### src/rtl/fib_pkg.sv
// Shared definitions for the Fibonacci generator and its stream checker.
package fib_pkg;

  localparam int unsigned FIB_WIDTH = 16;
  localparam int unsigned FIB_CNT_W = 16;

  typedef enum logic [1:0] {
    IDLE  = 2'd0,
    ONE   = 2'd1,
    TRACK = 2'd2,
    FAIL  = 2'd3
  } fib_chk_state_t;

endpackage

### src/rtl/fib_step.sv
// One Fibonacci step: next term = a + b, with the carry out of WIDTH bits.
module fib_step #(
  parameter int unsigned WIDTH = fib_pkg::FIB_WIDTH
) (
  input  logic [WIDTH-1:0] a,
  input  logic [WIDTH-1:0] b,
  output logic [WIDTH-1:0] next_c,
  output logic             carry_c
);

  logic [WIDTH:0] w_sum;

  assign w_sum   = {1'b0, a} + {1'b0, b};
  assign next_c  = w_sum[WIDTH-1:0];
  assign carry_c = w_sum[WIDTH];

endmodule

### config.mk
export PLATFORM = sky130hd
export DESIGN_NAME = fib_step
export DESIGN_NICKNAME = d
export VERILOG_FILES = /design/src/rtl/fib_pkg.sv /design/src/rtl/fib_step.sv
export SDC_FILE = /design/constraint.sdc
export NUM_CORES = 1
export LEC_CHECK = 0
export ABC_AREA = 1
export CAP_MARGIN = 20
export CORE_MARGIN = 5
export CORE_UTILIZATION = 46
export DETAILED_ROUTE_END_ITERATION = 6
export PLACE_DENSITY = 0.95
export SLEW_MARGIN = 20
export SYNTH_ARGS = -nofsm -noshare
export SYNTH_HDL_FRONTEND = slang
export SYNTH_SLANG_ARGS = --single-unit
### constraint.sdc
create_clock -name vclk -period 2.9
set_input_delay 0.58 -clock vclk [all_inputs]
set_output_delay 0.58 -clock vclk [all_outputs]
set_load 0.02 [all_outputs]
== Word-level counts from Yosys, hierarchy flattened ==
Index checks and enable logic that the tools add are counted.

* $add $sub $neg: 1
* Multiply operators: 0
* Divide/modulo/power cells: 0
* Magnitude comparators: 0
* Equal/unequal tests: 0
* Shift operators: 0
* Mux-type cells: 0
* Bitwise logic cells: 0
* Reduce and logical (&&, ||, !) cells: 0

{| class="wikitable"
|+ Operators by type and width
! kind !! number
|-
| adder 16 x 16 -> 17 bit || 1
|}

* Flip-flop bits (word level): 0
* Bits in latches: 0
* RAM bits: 0
* ROM bits: 0
* Input bits: 32
* Output and inout port bits: 17
* Logic and storage cells: 1
* Memories: 0

== Longest topological paths before layout ==
* Depth after elaboration: 1
* Mapped depth: 10
* Gate-level depth less buffers: 10

== Worst setup path before layout ==
No wires, ideal clock.

* Path type: input port to output port
* Start point: input a[0]
* End point: output next_c[8]
* Arrival time: 1.895 ns
* Required time: 2.320 ns
* Setup slack: 0.425 ns
* Stages on the path: 8
* Path buffers: 0
* Cells stage by stage: ha_1 > fa_1 > nand2_1 > nand2_1 > and2_4 > nand2_1 > nand2_1 > xor2_1

* Cells in the longest elaborated chain, start to end: 1

{| class="wikitable"
|+ RTL lines
! element !! line !! RTL
|-
| start: declaration || fib_step.sv:5 || <nowiki>input logic [WIDTH-1:0] a,</nowiki>
|-
| adder 16 x 16 -> 17 bit || fib_step.sv:13 || <nowiki>assign w_sum = {1'b0, a} + {1'b0, b};</nowiki>
|-
| end: declaration || fib_step.sv:7 || <nowiki>output logic [WIDTH-1:0] next_c,</nowiki>
|}

Every way passes these cells.

== Final worst setup path ==
* Start point: input a[0]
* End point: output next_c[14]

Same word-level chain as after synthesis.

==> impl_metrics.csv <==
group,metric,value,unit
yosys,syn_nets,234,
setup_path,crit_path_end_kind,"output port",
power,p_switching,226,uW
die,num_rows,16,
global_route,grt_overflow_total,0,
power,leakagePower,0.000952,uW
yosys,yosys.area_share.adder,22.5,%
timing,hold_ws,2000,ps
place,place_congestion,0.860,
timing,fmax,350,MHz
setup_path,worstSetupPathType,"in2out",
die,ios,49,
drt,wl_per_cell,12.8,um
global_route,antenna_found_initial,0,
die,die_h,56.2,um
place,dp_cells,280,
timing,rsz0062_at_grt,"yes",
power,power_frac_seq,0,%
timing,period_share,98.5,%
drt,antenna_left,0,
cells_and_area,seq_cells,0,
yosys,synth_compound_area_share,3.83,%
drt,viasPerCell,4.89,
power,internal_power,186,uW
yosys,avgSynthCellArea,5.30,um^2
timing,worstMarginPinSlew,220,ps
drt,drc,0,
global_route,grt_pass1_vias,1323,
timing,setup_violations,0,
place,io_buffers,49,
yosys,netlist_area,980,um^2
die,die_x,56.2,um
power,power_density,250,mW/mm^2
die,fp.dieArea,0.00315,mm^2
die,start_util,48.9,%
setup_path,crit_fanout,3,
timing,drv_slew,0,
cells_and_area,syn2layout_area_growth,68.3,%
timing,period_minus_slack,2860,ps
setup_path,required,2320,ps
yosys,syn_inst,185,
yosys,synth_top_family_by_area,"simple AND/OR/NAND/NOR gates",
drt,drtPass1Iterations,4,
power,ir_drop,0.000198,V
power,swShare,54.9,%
cells_and_area,diodes,0,
place,place.detailed.hpwl,2.94,mm
global_route,grt_pass1_wl,5.47,mm
cells_and_area,drive_gt1_share,24.1,%
cells_and_area,regArea,0,um^2
setup_path,cp_data_arrival_time,2280,ps
timing,hold_viol,0,
cells_and_area,fin_cells,280,
power,combPwrFrac,100.0,%
power,p_clk_share,0,%
yosys,synth_xor_area_share,6.26,%
timing,maxSlewHeadroom,85.4,%
setup_path,cp-start-kind,"input port",
drt,dr_total_vias,1368,
yosys,ys_warn_count,0,
yosys,seq_area_frac_synth,0,%
cells_and_area,clkbuf_count,0,
drt,drtIter0Drc,42,
yosys,synth.distinct_cells,20,
run_status,run_status,"finished, final reports clean",
global_route,grt_max_degree,6,
cells_and_area,fin_nets,304,
drt,wl,3.59,mm
run,max_cap_viol_count,0,
yosys,synthMuxAreaShare,0,%
clock_network,postCtsSetupBuffers,0,
hold_path,min_path_type,"in2out",
yosys,synthSimpleGateAreaFrac,52.9,%
global_route,track_usage,20.7,%
die,fp.coreArea,0.00200,mm^2
## per-layer routing
metal  vias up  global-route usage [%]  routed length (um)
met5         -                       0                   0
met4         0                    5.42                 167
met3        17                    1.62                 114
met2        38                    39.2                1810
met1       613                    24.4                1490
li1        700                       -                   -
## timing repair
action                                  in CTS  in global routing
pin swaps                                    0                  2
endpoints found under the setup margin      15                 13
resized for setup                           44                 18
hold buffers                                 0                  0
## cells by family after synthesis
kind of cell | Yosys count
simple gates | 116
compound gates | 7
buf+inv | 38
fa+ha+maj | 17
xor+xnor | 7
## worst paths after layout
check   from    endpoint  slack, ps  cells past startpoint
max     a[0]  next_c[14]         40                     11
min    b[15]     carry_c       2000                      5
## cell usage in the layout (no fill, tap or decap)
master,netlist,layout
inv_1,35,35
nor3_2,3,3
nor2_2,1,1
buf_4,0,20
nand4_1,1,1
nand2_4,0,1
clkdlybuf4s50_1,0,33
xnor2_1,1,1
nor2_1,11,11
or2_1,1,1
clkdlybuf4s15_2,0,1
nand2_1,78,74
a211oi_1,1,1
fa_2,0,1
clkbuf_2,0,4
nand2_2,8,11
xor2_1,6,6
dlygate4sd2_1,0,3
ha_4,0,2
nand3_1,7,7
ha_2,0,3
nand3b_1,2,2
inv_2,3,3
ha_1,16,11
and2_4,1,1
buf_2,0,6
nand3_2,2,2
clkdlybuf4s15_1,0,1
a21oi_2,0,2
a21oi_1,6,4
or2_0,1,1
## through the flow
step	util, %	worst slack, ps	power [uW]	area [um^2]	setup TNS [ps]
2_1_floorplan	-	425	224	980	0
3_3_place_gp	82.3	-422	412	1650	-4140
3_5_place_dp	82.3	-482	426	1650	-4910
4_1_cts	81.4	4.97	402	1630	0
5_1_grt	82.4	-54.8	448	1650	-122
6_report	82.4	44.0	412	1650	0
## power groups by stage
stage | registers [uW] | logic (uW) | clock network, uW
finish | 0 | 412 | 0
floorplan | 0 | 224 | 0
detailed placement | 0 | 426 | 0
CTS | 0 | 402 | 0
global placement | 0 | 412 | 0
global route | 0 | 448 | 0
## cell type report
cell class / count / area, um^2
fillers: 135 / 353
repair buffers: 68 / 578
inverters: 38 / 143
well taps: 27 / 33.8
multi-input cells: 147 / 895
## worst max-delay path: stages
cell and delay [ps]:
clkdlybuf4s50_1 410, ha_2 200, fa_2 350, nand2_2 80, nand2_2 70, nand3b_1 110
nand2_2 80, nand2_1 90, nand3_1 80, nand2_1 70, buf_2 150
## cell usage after synthesis (all sizes together)
cell type  count  area share (%)
nand2         86              35
inv           38              15
ha            16              20
nor2          12             4.9
nand3          9             5.6
a21oi          6             3.1
xor2           6             5.4
nor3           3             3.1
nand3b         2             1.5
or2            2             1.3
a211oi         1            0.77
and2           1            0.89
fa             1             2.0
nand4          1            0.64
xnor2          1            0.89
Note: power is estimated with default switching activity, not from simulation.
